`src/rtl/spi_reg_pkg.sv`:
```
// spi_reg_pkg: shared types and frame-layout helpers for the SPI register bank.
//   state_e   : frame parser states
//   RwWrite   : value of the leading R/W bit that marks a write
//   frame_w() : total frame length, 1 + ADDR_W + DATA_W
//   addr_lsb(): bit offset of the address field inside the assembled frame
//   rw_bit()  : bit offset of the R/W flag inside the assembled frame
package spi_reg_pkg;

  typedef enum logic [2:0] {
    StIdle,
    StCmd,
    StData,
    StDone,
    StErr
  } state_e;

  localparam logic RwWrite = 1'b1;

  function automatic int unsigned frame_w(input int unsigned addr_w, input int unsigned data_w);
    return 1 + addr_w + data_w;
  endfunction

  function automatic int unsigned addr_lsb(input int unsigned data_w);
    return data_w;
  endfunction

  function automatic int unsigned rw_bit(input int unsigned addr_w, input int unsigned data_w);
    return addr_w + data_w;
  endfunction

endpackage

```
`src/rtl/spi_in_sync.sv`:
```
// spi_in_sync: two-flop synchroniser for one asynchronous SPI pin, with an optional
// third stage for single-cycle rise/fall detection.
//   clk_i    : system clock
//   rst_ni   : synchronous active-low reset; all stages load ResetVal
//   d_i      : asynchronous pin
//   q_o      : synchronised level (second stage)
//   rise_o   : one-cycle pulse on a synchronised 0->1 (0 when EdgeDet is 0)
//   fall_o   : one-cycle pulse on a synchronised 1->0 (0 when EdgeDet is 0)
module spi_in_sync #(
  parameter logic ResetVal = 1'b0,
  parameter bit   EdgeDet  = 1'b1
) (
  input  logic clk_i,
  input  logic rst_ni,
  input  logic d_i,
  output logic q_o,
  output logic rise_o,
  output logic fall_o
);

  logic s1_q, s2_q;

  always_ff @(posedge clk_i) begin
    if (!rst_ni) begin
      s1_q <= ResetVal;
      s2_q <= ResetVal;
    end else begin
      s1_q <= d_i;
      s2_q <= s1_q;
    end
  end

  assign q_o = s2_q;

  if (EdgeDet) begin : g_edge
    logic s3_q;

    always_ff @(posedge clk_i) begin
      if (!rst_ni) begin
        s3_q <= ResetVal;
      end else begin
        s3_q <= s2_q;
      end
    end

    assign rise_o = s2_q & ~s3_q;
    assign fall_o = ~s2_q & s3_q;
  end else begin : g_no_edge
    assign rise_o = 1'b0;
    assign fall_o = 1'b0;
  end

endmodule

```
`src/rtl/spi_reg_bank.sv`:
```
// spi_reg_bank: SPI Mode-0 register bank. NUM_REGS registers of DATA_W bits, written (and,
// with SPI_RD_EN defined, read) through frames of {R/W, addr[ADDR_W], data[DATA_W]}, MSB first.
// All SPI pins are resynchronised into clk; clk must run at least 6x sclk.
//   clk       : system clock, rising edge
//   rst_n     : synchronous active-low reset
//   ncs       : SPI chip select, active low, asynchronous
//   sclk      : SPI clock, asynchronous, idle low
//   copi      : SPI data in, sampled on sclk rise
//   cipo      : SPI data out, updated on sclk fall; 0 outside a read data phase
//   regs_out  : flat register bus, reg i at [i*DATA_W +: DATA_W]
//   wr_strobe : one-cycle pulse when a write commits
//   wr_addr   : address of the last committed write
//   frame_err : one-cycle pulse when a short or overrun frame is discarded
// Build option: define SPI_RD_EN to enable register read-back on cipo. Without it cipo is
// tied low and well-formed read frames are dropped silently.
module spi_reg_bank
  import spi_reg_pkg::*;
#(
  parameter int unsigned NUM_REGS = 5,
  parameter int unsigned DATA_W   = 8,
  parameter int unsigned ADDR_W   = 7
) (
  input  logic                       clk,
  input  logic                       rst_n,
  input  logic                       ncs,
  input  logic                       sclk,
  input  logic                       copi,
  output logic                       cipo,
  output logic [NUM_REGS*DATA_W-1:0] regs_out,
  output logic                       wr_strobe,
  output logic [ADDR_W-1:0]          wr_addr,
  output logic                       frame_err
);

  localparam int unsigned FrameW  = frame_w(ADDR_W, DATA_W);
  localparam int unsigned AddrLsb = addr_lsb(DATA_W);
  localparam int unsigned RwBit   = rw_bit(ADDR_W, DATA_W);
  localparam int unsigned CmdBits = 1 + ADDR_W;
  localparam int unsigned CntW    = $clog2(FrameW + 1);

  // Synchronised pins
  logic ncs_s, ncs_rise, ncs_fall;
  logic sclk_unused_level, sclk_rise, sclk_fall;
  logic copi_s, unused_copi_rise, unused_copi_fall;

  spi_in_sync #(
    .ResetVal (1'b1),
    .EdgeDet  (1'b1)
  ) u_sync_ncs (
    .clk_i  (clk),
    .rst_ni (rst_n),
    .d_i    (ncs),
    .q_o    (ncs_s),
    .rise_o (ncs_rise),
    .fall_o (ncs_fall)
  );

  spi_in_sync #(
    .ResetVal (1'b0),
    .EdgeDet  (1'b1)
  ) u_sync_sclk (
    .clk_i  (clk),
    .rst_ni (rst_n),
    .d_i    (sclk),
    .q_o    (sclk_unused_level),
    .rise_o (sclk_rise),
    .fall_o (sclk_fall)
  );

  spi_in_sync #(
    .ResetVal (1'b0),
    .EdgeDet  (1'b0)
  ) u_sync_copi (
    .clk_i  (clk),
    .rst_ni (rst_n),
    .d_i    (copi),
    .q_o    (copi_s),
    .rise_o (unused_copi_rise),
    .fall_o (unused_copi_fall)
  );

  // Parser state
  state_e                      state_q, state_d;
  logic [CntW-1:0]             cnt_q, cnt_d;
  logic [FrameW-1:0]           shift_q, shift_d;
  logic [NUM_REGS*DATA_W-1:0]  regs_q, regs_d;
  logic [ADDR_W-1:0]           wr_addr_q, wr_addr_d;
  logic                        wr_strobe_q, wr_strobe_d;
  logic                        frame_err_q, frame_err_d;

  logic [FrameW-1:0]           shift_in;
  logic [CntW-1:0]             cnt_inc;
  logic                        f_rw;
  logic [ADDR_W-1:0]           f_addr;
  logic [DATA_W-1:0]           f_data;
  logic                        addr_hit;
  logic [NUM_REGS*DATA_W-1:0]  regs_wr;

  assign shift_in = {shift_q[FrameW-2:0], copi_s};
  assign cnt_inc  = cnt_q + CntW'(1);
  assign f_rw     = shift_q[RwBit];
  assign f_addr   = shift_q[AddrLsb +: ADDR_W];
  assign f_data   = shift_q[DATA_W-1:0];

  // Address decode for the frame held in the shift register; out-of-range addresses miss.
  always_comb begin
    addr_hit = 1'b0;
    regs_wr  = regs_q;
    for (int unsigned i = 0; i < NUM_REGS; i++) begin
      if (f_addr == ADDR_W'(i)) begin
        addr_hit                     = 1'b1;
        regs_wr[i*DATA_W +: DATA_W]  = f_data;
      end
    end
  end

`ifdef SPI_RD_EN
  logic              rd_pend_q, rd_pend_d;  // read armed, waiting for first data-phase fall
  logic              rd_act_q, rd_act_d;    // read data being shifted out
  logic [ADDR_W-1:0] rd_addr_q, rd_addr_d;
  logic [DATA_W-1:0] tx_q, tx_d;
  logic              cipo_q, cipo_d;
  logic [DATA_W-1:0] rd_data;

  always_comb begin
    rd_data = '0;
    for (int unsigned i = 0; i < NUM_REGS; i++) begin
      if (rd_addr_q == ADDR_W'(i)) begin
        rd_data = regs_q[i*DATA_W +: DATA_W];
      end
    end
  end

  assign cipo = cipo_q;
`else
  logic unused_sclk_fall;
  assign unused_sclk_fall = sclk_fall;
  assign cipo             = 1'b0;
`endif

  always_comb begin
    state_d     = state_q;
    cnt_d       = cnt_q;
    shift_d     = shift_q;
    regs_d      = regs_q;
    wr_addr_d   = wr_addr_q;
    wr_strobe_d = 1'b0;
    frame_err_d = 1'b0;
`ifdef SPI_RD_EN
    rd_pend_d   = rd_pend_q;
    rd_act_d    = rd_act_q;
    rd_addr_d   = rd_addr_q;
    tx_d        = tx_q;
    cipo_d      = cipo_q;
`endif

    if (ncs_rise) begin
      // Frame end takes priority over any sclk edge seen in the same cycle.
      state_d = StIdle;
`ifdef SPI_RD_EN
      rd_pend_d = 1'b0;
      rd_act_d  = 1'b0;
      cipo_d    = 1'b0;
`endif
      case (state_q)
        StDone: begin
          if (f_rw == RwWrite && addr_hit) begin
            regs_d      = regs_wr;
            wr_addr_d   = f_addr;
            wr_strobe_d = 1'b1;
          end
        end
        StCmd, StData, StErr: frame_err_d = 1'b1;
        default: ;
      endcase
    end else if (ncs_fall) begin
      // Also restarts a frame if a select glitch was missed mid-frame.
      state_d = StCmd;
      cnt_d   = '0;
      shift_d = '0;
`ifdef SPI_RD_EN
      rd_pend_d = 1'b0;
      rd_act_d  = 1'b0;
      cipo_d    = 1'b0;
`endif
    end else if (!ncs_s) begin
      if (sclk_rise) begin
        case (state_q)
          StCmd: begin
            shift_d = shift_in;
            cnt_d   = cnt_inc;
            if (cnt_q == CntW'(CmdBits - 1)) begin
              state_d = StData;
`ifdef SPI_RD_EN
              if (shift_in[ADDR_W] != RwWrite) begin
                rd_pend_d = 1'b1;
                rd_addr_d = shift_in[ADDR_W-1:0];
              end
`endif
            end
          end
          StData: begin
            shift_d = shift_in;
            cnt_d   = cnt_inc;
            if (cnt_q == CntW'(FrameW - 1)) begin
              state_d = StDone;
            end
          end
          StDone:  state_d = StErr;
          default: ;
        endcase
      end
`ifdef SPI_RD_EN
      else if (sclk_fall) begin
        if (state_q == StData && rd_pend_q) begin
          rd_pend_d        = 1'b0;
          rd_act_d         = 1'b1;
          {cipo_d, tx_d}   = {rd_data, 1'b0};
        end else if (state_q == StData && rd_act_q) begin
          {cipo_d, tx_d}   = {tx_q, 1'b0};
        end else begin
          // Fall after the last data bit: release cipo.
          rd_act_d = 1'b0;
          cipo_d   = 1'b0;
        end
      end
`endif
    end
  end

  always_ff @(posedge clk) begin
    if (!rst_n) begin
      state_q     <= StIdle;
      cnt_q       <= '0;
      shift_q     <= '0;
      regs_q      <= '0;
      wr_addr_q   <= '0;
      wr_strobe_q <= 1'b0;
      frame_err_q <= 1'b0;
`ifdef SPI_RD_EN
      rd_pend_q   <= 1'b0;
      rd_act_q    <= 1'b0;
      rd_addr_q   <= '0;
      tx_q        <= '0;
      cipo_q      <= 1'b0;
`endif
    end else begin
      state_q     <= state_d;
      cnt_q       <= cnt_d;
      shift_q     <= shift_d;
      regs_q      <= regs_d;
      wr_addr_q   <= wr_addr_d;
      wr_strobe_q <= wr_strobe_d;
      frame_err_q <= frame_err_d;
`ifdef SPI_RD_EN
      rd_pend_q   <= rd_pend_d;
      rd_act_q    <= rd_act_d;
      rd_addr_q   <= rd_addr_d;
      tx_q        <= tx_d;
      cipo_q      <= cipo_d;
`endif
    end
  end

  assign regs_out  = regs_q;
  assign wr_addr   = wr_addr_q;
  assign wr_strobe = wr_strobe_q;
  assign frame_err = frame_err_q;

endmodule
```
`config.mk`:
```
export PLATFORM = sky130hd
export DESIGN_NAME = spi_reg_bank
export DESIGN_NICKNAME = d
export VERILOG_FILES = /design/src/rtl/spi_reg_pkg.sv /design/src/rtl/spi_in_sync.sv /design/src/rtl/spi_reg_bank.sv
export SDC_FILE = /design/constraint.sdc
export NUM_CORES = 1
export LEC_CHECK = 0
export BUFFER_PORTS_ARGS = -buffer_cell sky130_fd_sc_hd__clkbuf_2
export CORE_MARGIN = 1.5
export CORE_UTILIZATION = 40
export CTS_BUF_LIST = sky130_fd_sc_hd__clkbuf_16
export DETAILED_ROUTE_END_ITERATION = 8
export HOLD_SLACK_MARGIN = 0.06
export SLEW_MARGIN = 20
export SYNTH_ARGS = -nofsm -noshare
export SYNTH_HDL_FRONTEND = slang
export SYNTH_SLANG_ARGS = --single-unit
```
`constraint.sdc`:
```
create_clock -name clk -period 3.8 [get_ports clk]
set_input_delay 0.57 -clock clk [delete_from_list [all_inputs] [get_ports clk]]
set_output_delay 0.57 -clock clk [all_outputs]
set_load 0.005 [all_outputs]
```
# Word level (Yosys, flattened, before mapping)
# Cells that the tools add are included.
[classes]
magnitude_cmp = 0
addsub = 1
mul = 0
reduce_logical = 21
div = 0
n_eq_ne = 15
shifts = 0
mux = 21
bitwise = 8
[ops]
columns = ["cell", "n"]
rows = [
  ["2-to-1 mux 16 bit", 4],
  ["AND reduction 4 bit", 6],
  ["2-to-1 mux 5 bit", 4],
  ["== test 7 x 2 -> 1 bit (second input constant)", 2],
  ["2-to-1 mux 1 bit", 10],
  ["AND reduction 5 bit", 2],
  ["one-hot mux 3 bit (3 select lines)", 1],
  ["== test 7 x 1 -> 1 bit (second input constant)", 1],
  ["== test 7 x 3 -> 1 bit (second input constant)", 1],
  ["zero test 7 bit", 1],
  ["== test 3 x 2 -> 1 bit (second input constant)", 2],
  ["2-to-1 mux 3 bit", 2],
  ["!= test 2 bit (second input constant)", 3],
  ["!= test 3 bit (second input constant)", 2],
  ["AND reduction 3 bit", 2],
  ["OR reduction 3 bit", 2],
  ["adder 5 x 1 -> 5 bit (second input constant)", 1],
  ["== test 5 x 3 -> 1 bit (second input constant)", 1],
  ["== test 5 x 4 -> 1 bit (second input constant)", 1],
  ["inverter 1 bit", 5],
  ["nonzero test 2 bit", 2],
  ["nonzero test 4 bit", 1],
  ["OR reduction 2 bit", 2],
  ["bitwise AND 1 bit", 3],
  ["5 further kinds", 5],
]
[totals]
mem_count = 0
ff_bits = 81
mem_bits_rw = 0
out_inout_bits = 50
latchBits = 0
input_bits = 5
rom_bits = 0
elab_cells = 86

# Longest topological paths before layout
[depth]
word_depth = 8
ltp_mapped = 6

# By module
# From an unflattened synthesis, not the netlist that was laid out.
[unflattened]
hier_cells = 329
hier_area_um2 = 3244.4
[by_module_without_submodules]
columns = ["module", "area_each_um2", "cells_per_inst", "n_inst", "seq_area_each_um2"]
rows = [
  ["spi_reg_bank", 2990.4, 306, 1, 1461.4],
  ["spi_in_sync at u_sync_ncs ...", 91.3, 8, 2, 60.1],
  ["spi_in_sync at u_sync_copi", 71.3, 7, 1, 40.0],
]

# Worst setup path before layout
# No wires, ideal clock.
[synth_timing]
path_kind = "reg2reg"
from = "reg state_q[2]"
to = "reg cnt_q[3]"
path_stages_with_launch = 6
setup_ns = 0.070
synth_period_minus_slack_ns = 1.750
arrival_time_ns = 1.679
slack_ns = 2.050
path_cell_list = "dfxtp_1 -> buf_6 -> or4b_1 -> buf_2 -> or4_1 -> a21oi_1"
[synth_via]
elab_chain_cells = 4
elab_cells_between_ends = 5
classes_between = "eq/ne: 2; reduce/logical: 3"
[synth_rtl]
columns = ["element", "line_no", "rtl"]
rows = [
  ["from (decl)", "spi_reg_bank.sv:83", "state_e state_q, state_d;"],
  ["from (signal assigned)", "spi_reg_bank.sv:233", "state_q <= StIdle;"],
  ["from (signal assigned)", "spi_reg_bank.sv:248", "state_q <= state_d;"],
  ["== test 3 x 2 -> 1 bit or == test 3 x 1 -> 1 bit (tied branches)", "spi_reg_bank.sv:188", "case (state_q)"],
  ["OR reduction 2 bit (no source line) (*)", "-", ""],
  ["nonzero test 2 bit (no source line) (*)", "-", ""],
  ["AND reduction 4 bit (no source line) (*)", "-", ""],
  ["to (signal assigned)", "spi_reg_bank.sv:249", "cnt_q <= cnt_d;"],
  ["to (decl)", "spi_reg_bank.sv:84", "logic [CntW-1:0] cnt_q, cnt_d;"],
]
# Every way passes the cells marked *; elsewhere a longest branch is shown, timed or not.
# A chain may end at the register's enable or synchronous reset.

# Worst setup path after layout
# Ends and elaborated chain as after synthesis.

==> impl_metrics.tcl <==
set metrics [dict create \
    async_flop_share_pct 0 \
    dp_slack_ns 1.66 \
    drive_gt1_share_pct 21.7 \
    htreeDepth 3 \
    worstMarginPinSlew_ns 0.952 \
    ys_types 43 \
    cap_viol_max_count 0 \
    die_h_um 92.2 \
    hold_violations 0 \
    clock_path_buffers 2 \
    routed_via_density 5.21 \
    met3_usage_pct 4.98 \
    syn_avg_cell_area_sq_um 9.79 \
    totalWireLength_um 6930 \
    antenna_found_initial 0 \
    critPathCapture "cnt_q[3]" \
    grt_pass1_vias 2338 \
    synth.top_cell.area_share_pct 51.0 \
    yosys_warnings 0 \
    remaining_drc_errors 0 \
    hp-class "flip-flop to flip-flop" \
    synth_top_flop_cell "dfxtp_1" \
    clkSlewWorstSetupHoldPaths_ns 0.06 \
    status "finished, final reports clean" \
    area_growth_pct 21.0 \
    worst-r2r-setup-slack_ns 1.66 \
    final_max_slew_viol_count 0 \
    rsz0062_at_grt "no" \
    die_w_um 92.2 \
    pwr-share-seq_pct 45.2 \
    power_per_cell_area_nw_per_um2 494 \
    syn-num-nets 332 \
    r2r_cells 3 \
    cts.sinks 81 \
    grt_usage_pct 17.8 \
    grt_max_degree 45 \
    crit_required_ns 4.06 \
    synth_edf_count 0 \
    drt_iter0_drc 140 \
    core_sq_um 7730 \
    port_buffers 53 \
    use_met2_pct 25.2 \
    fin_skew_ns 0.00689 \
    top_usage_layer "met2" \
    worstPathArrival_ns 2.40 \
    antenna_left 0 \
    slew_headroom_pct 36.2 \
    syn_inst 325 \
    wl_per_cell_um 14.6 \
    root_buffer "clkbuf_16" \
    grt_pass1_wl_um 11700 \
    max_freq_ghz 0.467 \
    start_util_pct 41.2 \
    final_area_sq_um 3850 \
    ys_seq_area_share_pct 51.0 \
    clockPowerShare_pct 52.3 \
    ir_drop_mv 0.267 \
    cts_setup_buffers 0 \
    layout_min_cycle_time_ns 2.14 \
    grt-ovfl-total 0 \
    crit_start "state_q[2]" \
    place_area_sq_um 3510 \
    fin_ws_ns 1.66 \
    rr_startpoint "state_q[2]" \
    dieArea_sq_um 8500 \
    dp_hpwl_um 4480 \
    worstReg2RegEnd "cnt_q[3]" \
    vias 2476 \
    combPwrFrac_pct 2.5 \
    start_kind "flip-flop" \
    rows 32 \
    layout.nets 376 \
    pin_count 55 \
    setup_viol 0 \
    finalPower_mw 1.90 \
    cts_buffers 9 \
    fin_crit_sh_pct 56.3 \
    crit_fanout 27 \
    fin_tns_setup_ns 0 \
    leakage_nw 1.77 \
    p_sw_mw 0.393 \
    p_int_mw 1.51 \
    netSwitchingFraction_pct 20.7 \
    hold_buffers 0 \
    cts_tree "yes" \
    yosys.area.top_type "dfxtp_1" \
    use_met1_pct 24.3 \
    first_pass_iters 4 \
    netlist_area_sq_um 3180 \
    worstSkewPairLatency_ns 0.34 \
    insertedDiodeCount 0 \
    synth_seq_cells 81 \
    critPathKind "flip-flop to flip-flop" \
    ctsResizeCount 0 \
    end_kind "flip-flop" \
    fin_hold_ws_ns 0.409 \
    ys_top_cells_by_area "dfxtp_1 51%, mux2i_1 13%, nand2_1 6.4%" \
    gp_congestion 0.716 \
]
synthesized netlist by cell type, drive strengths merged, types with 2 or more instances:
master  count
a21oi      22
or4         3
nand3      13
xor2        2
and2        5
dfxtp      81
mux2i      42
clkbuf     16
nor3b       4
o211ai      6
nand2b      4
ha          2
o21ai      16
nand4b      6
nand4       7
nor4bb      2
nor4b       2
inv         3
and3        5
nor3        2
buf         9
nor2        3
o31ai       2
nand2      54
final cells by class:
cell class | instances | area [sq um]
clock buffers | 9 | 225
clock inverters | 6 | 115
fillers | 714 | 3880
inverters | 4 | 15.0
multi-input cells | 215 | 1440
flip-flops and latches | 81 | 1620
well taps | 102 | 128
repair buffers | 58 | 303
sequential cells by signal, indices dropped and copies added (netlist names):
| name | cells |
|---|---|
| u_sync_sclk.g_edge.s3_q | 1 |
| regs_out | 40 |
| u_sync_sclk.s1_q | 1 |
| u_sync_copi.s1_q | 1 |
| wr_strobe | 1 |
| u_sync_sclk.q_o | 1 |
| u_sync_ncs.g_edge.s3_q | 1 |
| cnt_q | 5 |
| u_sync_ncs.q_o | 1 |
| shift_q | 16 |
| frame_err | 1 |
| u_sync_copi.q_o | 1 |
| wr_addr | 7 |
| state_q | 3 |
| u_sync_ncs.s1_q | 1 |
per-stage QoR:
stage,std cells,util (%)
after CTS,475,49.8
after global placement,460,45.4
after detailed placement,460,45.4
final,475,49.8
after global routing,475,49.8
after floorplan,325,-
power by group through the flow:
stage | combinational [mW] | sequential [mW] | clock [mW]
after floorplan | 0.0387 | 0.874 | 0
after global placement | 0.0483 | 0.878 | 0
after detailed placement | 0.0481 | 0.879 | 0
after CTS | 0.0482 | 0.859 | 1.02
after global routing | 0.0537 | 0.860 | 1.05
final | 0.0485 | 0.860 | 0.994
cell families (layout without fill, tap and decap cells):
kind of cell    Yosys count  in the layout  share of synthesized area (%)
buf+inv                  29             77                           3.93
flops                    81             81                           51.0
other cells               1              1                          0.118
xor+xnor                  3              3                          0.826
mux                      42             42                           13.2
fa+ha+maj                 2              2                          0.787
compound gates           51             51                           9.24
simple gates            116            116                           20.9
critical path, cell delays in order (launching register included):
cell and delay, ns:
dfxtp_1 0.38, or4b_1 0.91, or4_1 0.62, a21oi_1 0.15
how the worst min path moves through the flow:
stage | start | endpoint | slack [ns] | cells past startpoint
2_1_floorplan | u_sync_ncs.s1_q | u_sync_ncs.q_o | 0.39 | 1
3_3_place_gp | u_sync_ncs.s1_q | u_sync_ncs.q_o | 0.39 | 1
3_5_place_dp | u_sync_ncs.s1_q | u_sync_ncs.q_o | 0.40 | 1
4_1_cts | ncs | u_sync_ncs.s1_q | 0.41 | 2
5_1_grt | ncs | u_sync_ncs.s1_q | 0.41 | 2
6_report | u_sync_ncs.s1_q | u_sync_ncs.q_o | 0.41 | 1
metal layers:
metal | share of wire (%) | vias up
li1 | - | 1231
met1 | 51 | 1185
met2 | 43 | 46
met3 | 3.5 | 14
met4 | 2.4 | 0
met5 | 0 | -
layout by cell type, fill, tap and decap left out, drive strengths merged, types with 2 or more instances in the layout:
cell type  count
a21oi         22
and2           5
nand2         54
dfxtp         81
nor4b          2
nor3           2
or4            3
nand3         13
ha             2
nor2           3
inv            5
o31ai          2
xor2           2
nand4b         6
bufinv         3
nand4          7
nand2b         4
buf            5
and3           5
o21ai         16
nor3b          4
clkbuf        62
o211ai         6
nor4bb         2
mux2i         42
Power figures use the tool's default switching activity.
